[src/rtl/lc3b_types.sv]
// Shared LC-3b pipeline types: register specifiers and hazard-sequencer states.
package lc3b_types;

  typedef logic [2:0] lc3b_reg;

  typedef enum logic [1:0] {
    RUN      = 2'd0,
    DSTALL   = 2'd1,
    REDIRECT = 2'd2
  } lc3b_hazard_state_t;

endpackage

[src/rtl/pipeline_hazard_ctrl_sat_counter.sv]
// Saturating up-counter with synchronous clear; holds at all-ones instead of wrapping.
module sat_counter #(
  parameter int WIDTH = 16
) (
  input  logic             clk,
  input  logic             rst_n,
  input  logic             clear,
  input  logic             inc,
  output logic [WIDTH-1:0] count
);

  logic [WIDTH-1:0] cnt_q;
  logic [WIDTH-1:0] cnt_d;

  // Next count: clear has priority, increment only below the ceiling.
  always_comb begin
    cnt_d = cnt_q;
    if (clear) begin
      cnt_d = '0;
    end else if (inc && (cnt_q != {WIDTH{1'b1}})) begin
      cnt_d = cnt_q + {{(WIDTH-1){1'b0}}, 1'b1};
    end
  end

  // Count register.
  always_ff @(posedge clk or negedge rst_n) begin
    if (!rst_n) begin
      cnt_q <= '0;
    end else begin
      cnt_q <= cnt_d;
    end
  end

  assign count = cnt_q;

endmodule

[src/rtl/pipeline_hazard_ctrl.sv]
// Stall/flush sequencer for the 5-stage LC-3b pipeline. Covers the hazards that
// forwarding cannot: load-use, data-memory wait and branch redirect (including a
// redirect that has to wait for an in-flight fetch). Also counts stall/flush cycles.
module pipeline_hazard_ctrl
  import lc3b_types::*;
#(
  parameter int CNT_WIDTH = 16
) (
  input  logic                 clk,
  input  logic                 reset_n,
  input  lc3b_reg              src1_ifid,
  input  lc3b_reg              src2_ifid,
  input  logic                 src1_used,
  input  logic                 src2_used,
  input  lc3b_reg              dest_idex,
  input  logic                 idex_memread,
  input  logic                 imem_req,
  input  logic                 imem_resp,
  input  logic                 dmem_req,
  input  logic                 dmem_resp,
  input  logic                 br_taken_mem,
  output logic                 load_pc,
  output logic                 load_ifid,
  output logic                 load_idex,
  output logic                 load_exmem,
  output logic                 load_memwb,
  output logic                 bubble_ifid,
  output logic                 bubble_idex,
  output logic                 bubble_exmem,
  output logic                 pc_redirect,
  output logic [CNT_WIDTH-1:0] stall_cnt,
  output logic [CNT_WIDTH-1:0] flush_cnt
);

  lc3b_hazard_state_t state_q, state_d;
  logic               pend_q, pend_d;

  logic lu, dwait, iwait, eval_run;
  logic ld_pc, ld_ifid, ld_idex, ld_exmem, ld_memwb;
  logic bub_ifid, bub_idex, bub_exmem, redir;
  logic stall_inc, flush_inc;

  // R0 is compared like any other register: a load into R0 still stalls a reader.
  assign lu    = idex_memread && ((src1_used && (dest_idex == src1_ifid)) ||
                                  (src2_used && (dest_idex == src2_ifid)));
  assign dwait = dmem_req && !dmem_resp;
  assign iwait = imem_req && !imem_resp;

  // Next-state and control decode; DSTALL's completion cycle reuses the RUN rules.
  always_comb begin
    state_d   = state_q;
    pend_d    = pend_q;
    ld_pc     = 1'b0;
    ld_ifid   = 1'b0;
    ld_idex   = 1'b0;
    ld_exmem  = 1'b0;
    ld_memwb  = 1'b0;
    bub_ifid  = 1'b0;
    bub_idex  = 1'b0;
    bub_exmem = 1'b0;
    redir     = 1'b0;
    stall_inc = 1'b0;
    flush_inc = 1'b0;
    eval_run  = 1'b0;

    case (state_q)
      RUN: eval_run = 1'b1;
      DSTALL: begin
        if (dwait) begin
          stall_inc = 1'b1;
        end else begin
          eval_run = 1'b1;
          state_d  = RUN;
        end
      end
      REDIRECT: begin
        if (dwait) begin
          // Whole pipe frozen behind the data access; keep waiting for the fetch.
        end else if (imem_resp) begin
          // Stale fetch is squashed while the branch target enters the PC.
          ld_pc     = 1'b1;
          redir     = pend_q;
          ld_ifid   = 1'b1;
          bub_ifid  = 1'b1;
          ld_idex   = 1'b1;
          ld_exmem  = 1'b1;
          ld_memwb  = 1'b1;
          flush_inc = 1'b1;
          pend_d    = 1'b0;
          state_d   = RUN;
        end else begin
          ld_ifid  = 1'b1;
          bub_ifid = 1'b1;
          ld_idex  = 1'b1;
          ld_exmem = 1'b1;
          ld_memwb = 1'b1;
        end
      end
      default: state_d = RUN;
    endcase

    if (eval_run) begin
      if (dwait) begin
        stall_inc = 1'b1;
        state_d   = DSTALL;
      end else if (br_taken_mem && !iwait) begin
        ld_pc     = 1'b1;
        redir     = 1'b1;
        ld_ifid   = 1'b1;
        ld_idex   = 1'b1;
        ld_exmem  = 1'b1;
        ld_memwb  = 1'b1;
        bub_ifid  = 1'b1;
        bub_idex  = 1'b1;
        bub_exmem = 1'b1;
        flush_inc = 1'b1;
      end else if (br_taken_mem) begin
        // Fetch still in flight: squash younger work now, redirect when it returns.
        ld_idex   = 1'b1;
        ld_exmem  = 1'b1;
        ld_memwb  = 1'b1;
        bub_idex  = 1'b1;
        bub_exmem = 1'b1;
        pend_d    = 1'b1;
        state_d   = REDIRECT;
      end else if (lu) begin
        // One bubble suffices: next cycle the load is in MEM and forwarding covers it.
        ld_idex   = 1'b1;
        bub_idex  = 1'b1;
        ld_exmem  = 1'b1;
        ld_memwb  = 1'b1;
        stall_inc = 1'b1;
      end else if (iwait) begin
        ld_ifid   = 1'b1;
        bub_ifid  = 1'b1;
        ld_idex   = 1'b1;
        ld_exmem  = 1'b1;
        ld_memwb  = 1'b1;
        stall_inc = 1'b1;
      end else begin
        ld_pc    = 1'b1;
        ld_ifid  = 1'b1;
        ld_idex  = 1'b1;
        ld_exmem = 1'b1;
        ld_memwb = 1'b1;
      end
    end
  end

  // FSM state and pending-redirect flag.
  always_ff @(posedge clk or negedge reset_n) begin
    if (!reset_n) begin
      state_q <= RUN;
      pend_q  <= 1'b0;
    end else begin
      state_q <= state_d;
      pend_q  <= pend_d;
    end
  end

  // Controls are forced quiet while reset is held, independent of the inputs.
  assign load_pc      = reset_n & ld_pc;
  assign load_ifid    = reset_n & ld_ifid;
  assign load_idex    = reset_n & ld_idex;
  assign load_exmem   = reset_n & ld_exmem;
  assign load_memwb   = reset_n & ld_memwb;
  assign bubble_ifid  = reset_n & bub_ifid;
  assign bubble_idex  = reset_n & bub_idex;
  assign bubble_exmem = reset_n & bub_exmem;
  assign pc_redirect  = reset_n & redir;

  sat_counter #(.WIDTH(CNT_WIDTH)) u_stall_cnt (
    .clk   (clk),
    .rst_n (reset_n),
    .clear (1'b0),
    .inc   (stall_inc),
    .count (stall_cnt)
  );

  sat_counter #(.WIDTH(CNT_WIDTH)) u_flush_cnt (
    .clk   (clk),
    .rst_n (reset_n),
    .clear (1'b0),
    .inc   (flush_inc),
    .count (flush_cnt)
  );

  // A branch and a data access cannot both sit in MEM.
  a_br_vs_dmem: assert property (@(posedge clk) disable iff (!reset_n)
                                 !(br_taken_mem && dmem_req));

endmodule

[config.mk]
export PLATFORM = sky130hd
export DESIGN_NAME = pipeline_hazard_ctrl
export DESIGN_NICKNAME = d
export VERILOG_FILES = /design/src/rtl/lc3b_types.sv /design/src/rtl/pipeline_hazard_ctrl_sat_counter.sv /design/src/rtl/pipeline_hazard_ctrl.sv
export SDC_FILE = /design/constraint.sdc
export NUM_CORES = 1
export LEC_CHECK = 0
export ABC_AREA = 1
export BUFFER_PORTS_ARGS = -buffer_cell sky130_fd_sc_hd__buf_2
export CAP_MARGIN = 40
export CORE_ASPECT_RATIO = 1.2
export CORE_UTILIZATION = 25
export DETAILED_ROUTE_END_ITERATION = 8
export GPL_TIMING_DRIVEN = 1
export PLACE_DENSITY_LB_ADDON = 0.3
export SYNTH_ARGS = -nofsm -noshare
export SYNTH_HDL_FRONTEND = slang
export SYNTH_SLANG_ARGS = --single-unit
export TNS_END_PERCENT = 5
[constraint.sdc]
create_clock -name clk -period 2.75 [get_ports clk]
set_clock_uncertainty 0.2 [all_clocks]
set_input_delay 0.1375 -clock clk [delete_from_list [all_inputs] [get_ports clk]]
set_output_delay 0.1375 -clock clk [all_outputs]
set_load 0.01 [all_outputs]
# Word level (Yosys, flattened, before mapping)
# Cells that the tools add are included.
[word_totals]
in_bits = 19
regBits = 35
elab_cells = 98
output_inout_bits = 41
[classes]
bitwise_logic = 7
reduce_logical = 13
mux = 66
addsub = 2
n_eq_ne = 6
[op_table]
columns = ["operator", "n"]
rows = [
  ["$mux 1", 57],
  ["$add 16x1->16 const B", 2],
  ["$ne 16x16->1 const B", 2],
  ["$mux 2", 7],
  ["$logic_and 1x1->1", 8],
  ["$and 1x1->1", 7],
  ["$eq 3x3->1", 2],
  ["$pmux 2 s3", 1],
  ["$logic_not 1->1", 3],
  ["$eq 2x1->1 const B", 1],
  ["$eq 2x2->1 const B", 1],
  ["$logic_not 2->1", 1],
  ["$pmux 1 s2", 1],
  ["$logic_or 1x1->1", 1],
]

# Logic depth before layout (Yosys ltp)
[logic_depth]
depth_word = 11
ltp_mapped = 12
depth_no_buf = 11

# Hierarchy
# From an unflattened synthesis, not the netlist that was laid out.
[unflattened]
cells_unflattened = 379
hier_area_um2 = 2539.9
[by_module_without_submodules]
columns = ["module", "area_each_um2", "instances", "seq_area_each_um2", "cells_each"]
rows = [
  ["sat_counter (u_flush_cnt)", 1037.2, 1, 400.4, 144],
  ["sat_counter (u_stall_cnt)", 1033.5, 1, 400.4, 145],
  ["pipeline_hazard_ctrl", 469.2, 1, 75.1, 90],
]

# Least setup slack after synthesis
# Ideal clock, no wire load.
[synth_timing]
path_type = "register to register"
start = "register u_flush_cnt.cnt_q[0], in the netlist u_flush_cnt.count[0]"
end = "register u_flush_cnt.cnt_q[6], in the netlist u_flush_cnt.count[6]"
stages_incl_launch_ff = 9
synth_period_minus_slack_ns = 1.838
n_path_buf = 1
arrival_ns = 1.509
setup_ns = 0.129
setup_slack_ns = 0.912
t_required_ns = 2.421
cell_sequence = "dfrtp_1 ha_1 inv_1 nor3_1 nand4_1 nand2_1 buf_2 nor2_1 xor2_1"
[synth_between]
elab_chain_cells = 2
elab_cells_between_ends = 3
cone_classes = "1 x add/sub; 1 x eq/ne; 1 x reduce/logical"
[synth_rtl]
columns = ["item", "line", "rtl"]
rows = [
  ["start, declared", "pipeline_hazard_ctrl_sat_counter.sv:12", "logic [WIDTH-1:0] cnt_q;"],
  ["start signal, assigned", "pipeline_hazard_ctrl_sat_counter.sv:30", "cnt_q <= cnt_d;"],
  ["branches (longest 2 deep; another with $add 16x1->16)", "n/a", ""],
]
# Parallel ways; which one is timed is not known.
# A chain may end at the register's enable or synchronous reset.

# Final worst setup path
[layout_timing]
start = "register u_flush_cnt.cnt_q[0], in the netlist u_flush_cnt.count[0]"
end = "register u_flush_cnt.cnt_q[14], in the netlist u_flush_cnt.count[14]"
# Same word-level chain as after synthesis.

==> results.toml <==
[synthesis]
synth_cell_types = 25
netlist_top_cells_area = "dfrtp_1 38%, nand2_1 18%, xor2_1 6.5%"
synth_flop_cell = "dfrtp_1"
synth_common_cells = "110 x nand2_1, 38 x inv_1, 35 x dfrtp_1"
synth_area_um2 = 2280
syn_nets = 345
ys_warn_count = 0
ys_seq_elements = 35
synth_area_per_cell_um2 = 7.04
syn_inst = 324
post-synth-top-count-cell = "nand2_1"
ys_seq_area_share_pct = 38.4
netlist.area_leader.share_pct = 38.4
synth-edff-count = 0
async_reset_ff_share_pct = 100
yosysTopAreaCell = "dfrtp_1"

[sta]
rsz0062_at_grt = "no"
hold_viol_final = 0
fmax_ghz = 0.464
finalSetupTns_ns = 0
min_period_ns = 2.16
report.final.slew_viol_count = 0
whs_ns = 0.0261
finalSetupViolations = 0
tightest_slew_ns = 0.464
min_period_over_period_pct = 78.4
max_slew_margin_pct = 69.0

[setup_path]
crit_family = "simple AND/OR/NAND/NOR gates"
cpMaxStageDelayCell = "dfrtp_1"
crit_chain = "ha_1 -> inv_1 -> nor3_1 -> nand4_1 -> nand2_1 -> buf_4 -> inv_1 -> o21ai_0 -> o21ai_0"
crit_fanout = 13
crit_type = "reg2reg"
critPathArrivalTime_ns = 2.12
crit_path_max_incr_delay_ns = 0.43
critical_path_buf_inv_count = 3
end_kind = "flop"
startpoint_type = "flop"
crit_required_ns = 2.71

[layout]
syn_to_final_growth_pct = 23.1
nets = 408
drive_above_1_share_pct = 19.8
antenna_cells = 0
finalNonFillerCells = 505
final.fill_count = 975

[drt]
first_pass_iters = 4
drcViolationCount = 0
viasPerCell = 4.40
wirelength_um = 5680
drtAntennaViolNets = 0
wl_per_cell_um = 11.2
vias = 2221
drt_iter0_drc = 96

[placed_design]
place_congestion = 0.835
dp_hpwl_um = 4290
io_buffer_count = 59
dpl.cell_count = 495

[clock_tree]
clock_sinks = 35
clock-root-buffer = "clkbuf_8"
cts-resized-gates = 0
numCtsBuffers = 5
cts_tree = "done"
clockBufferDepth = 2
clock_latency_ns = 0.29
htree_levels = 2
postCtsHoldBufs = 2
post_cts_buffers = 0
clk_pin_slew_ns = 0.07

[floorplanning]
start_util_pct = 26.2
die_h_um = 107
pin_count = 60
coreArea_um2 = 8700
dieWidth_um = 89.2
die_area_um2 = 9510
rows = 37

[power]
max-vdd-ir-drop_v = 0.000305
power_density_nw_per_um2 = 593
cellLeakagePower_nw = 1.48

[grt]
globalRouteOverflowTotal = 0
grt_pass1_vias = 2118
grt_start_max_net_pins = 37
track_usage_pct = 12.8
antenna_found_initial = 0
grt_pass1_wl_um = 9390

[job]
maxCapViolCount = 0

[hold_path]
hold_class = "in2reg"

[outcome]
outcome = "completed"
cell families (layout without fill, tap and decap cells):
kind of cell               count (synthesis)  after routing  synth area share, %
adders and majority gates                  2              2                 1.10
AOI/OAI and AO/OA                         16             16                 3.78
DFF                                       35             35                 38.4
xor gates and xnor gates                  28             28                 10.8
and+or+nand+nor                          197            197                 37.4
buffers and inverters                     46            110                 8.61
final cells by class:
class                           count  area (um^2)  share of cell area [%]
Tap cell                          117          146                    5.21
Multi-Input combinational cell    243         1210                    43.0
Sequential cell                    35          876                    31.2
Inverter                           39          146                    5.21
Timing Repair Buffer               63          330                    11.8
Clock buffer                        8          100                    3.57
cells in the final DEF, fill, tap and decap left out:
cell	n
and3_1	1
o21ai_0	10
nor2_2	4
buf_2	59
dlygate4sd3_1	2
nand2_4	1
a21oi_1	3
a221oi_1	1
nand3_2	2
buf_4	2
nor2_4	1
inv_2	1
nor3_1	10
nor2_1	32
xnor2_1	11
nand3_1	27
clkbuf_1	1
a31oi_1	2
ha_1	2
nand3b_1	2
dfrtp_1	35
nand4_1	6
nor3b_1	1
inv_1	38
xor2_1	17
nand2_1	110
clkbuf_8	7
worst reg2reg max path, stage by stage (launching register included):
cell and delay, ns:
dfrtp_1 0.43, ha_1 0.25, inv_1 0.07, nor3_1 0.27, nand4_1 0.15, nand2_1 0.09, buf_4 0.19, inv_1 0.18
o21ai_0 0.11, o21ai_0 0.10
routing by layer:
layer | GRT usage, % | routed length [um]
met1 | 15.0 | 2440
met2 | 22.0 | 2850
met3 | 2.85 | 277
met4 | 5.44 | 104
met5 | 0 | 0
report_power, final:
group          total (mW)  switching [mW]  internal (mW)
clock network       0.421           0.192          0.229
registers           0.733           0.119          0.614
logic               0.510           0.307          0.202
state kept, by name, summed over array words and instances (netlist names):
register / flops
u_stall_cnt.count: 16
state_q: 2
u_flush_cnt.count: 16
pend_q: 1
path summary, 6_finish.rpt:
check | cells after the start | slack (ns) | to | start
max in group asynchronous | 3 | 1.77 | u_flush_cnt.count[3] | reset_n
worst max register to register | 9 | 0.59 | u_flush_cnt.count[14] | u_flush_cnt.count[0]
worst min-delay path | 4 | 0.03 | state_q[1] | imem_resp
worst max-delay path | 9 | 0.59 | u_flush_cnt.count[14] | u_flush_cnt.count[0]
min in group asynchronous | 3 | 0.23 | u_stall_cnt.count[1] | reset_n
worst min register to register | 1 | 0.27 | state_q[0] | state_q[1]
through the flow:
step / power (mW) / utilization (%) / area [um^2] / worst slack (ns)
after global placement: 1.24 / 30.9 / 2690 / 0.555
final: 1.66 / 32.3 / 2810 / 0.595
after floorplan: 1.05 / - / 2280 / 0.912
after detailed placement: 1.25 / 30.9 / 2690 / 0.580
after CTS: 1.69 / 32.3 / 2810 / 0.577
after global routing: 1.80 / 32.3 / 2810 / 0.239
(Power assumes the default switching activity.)
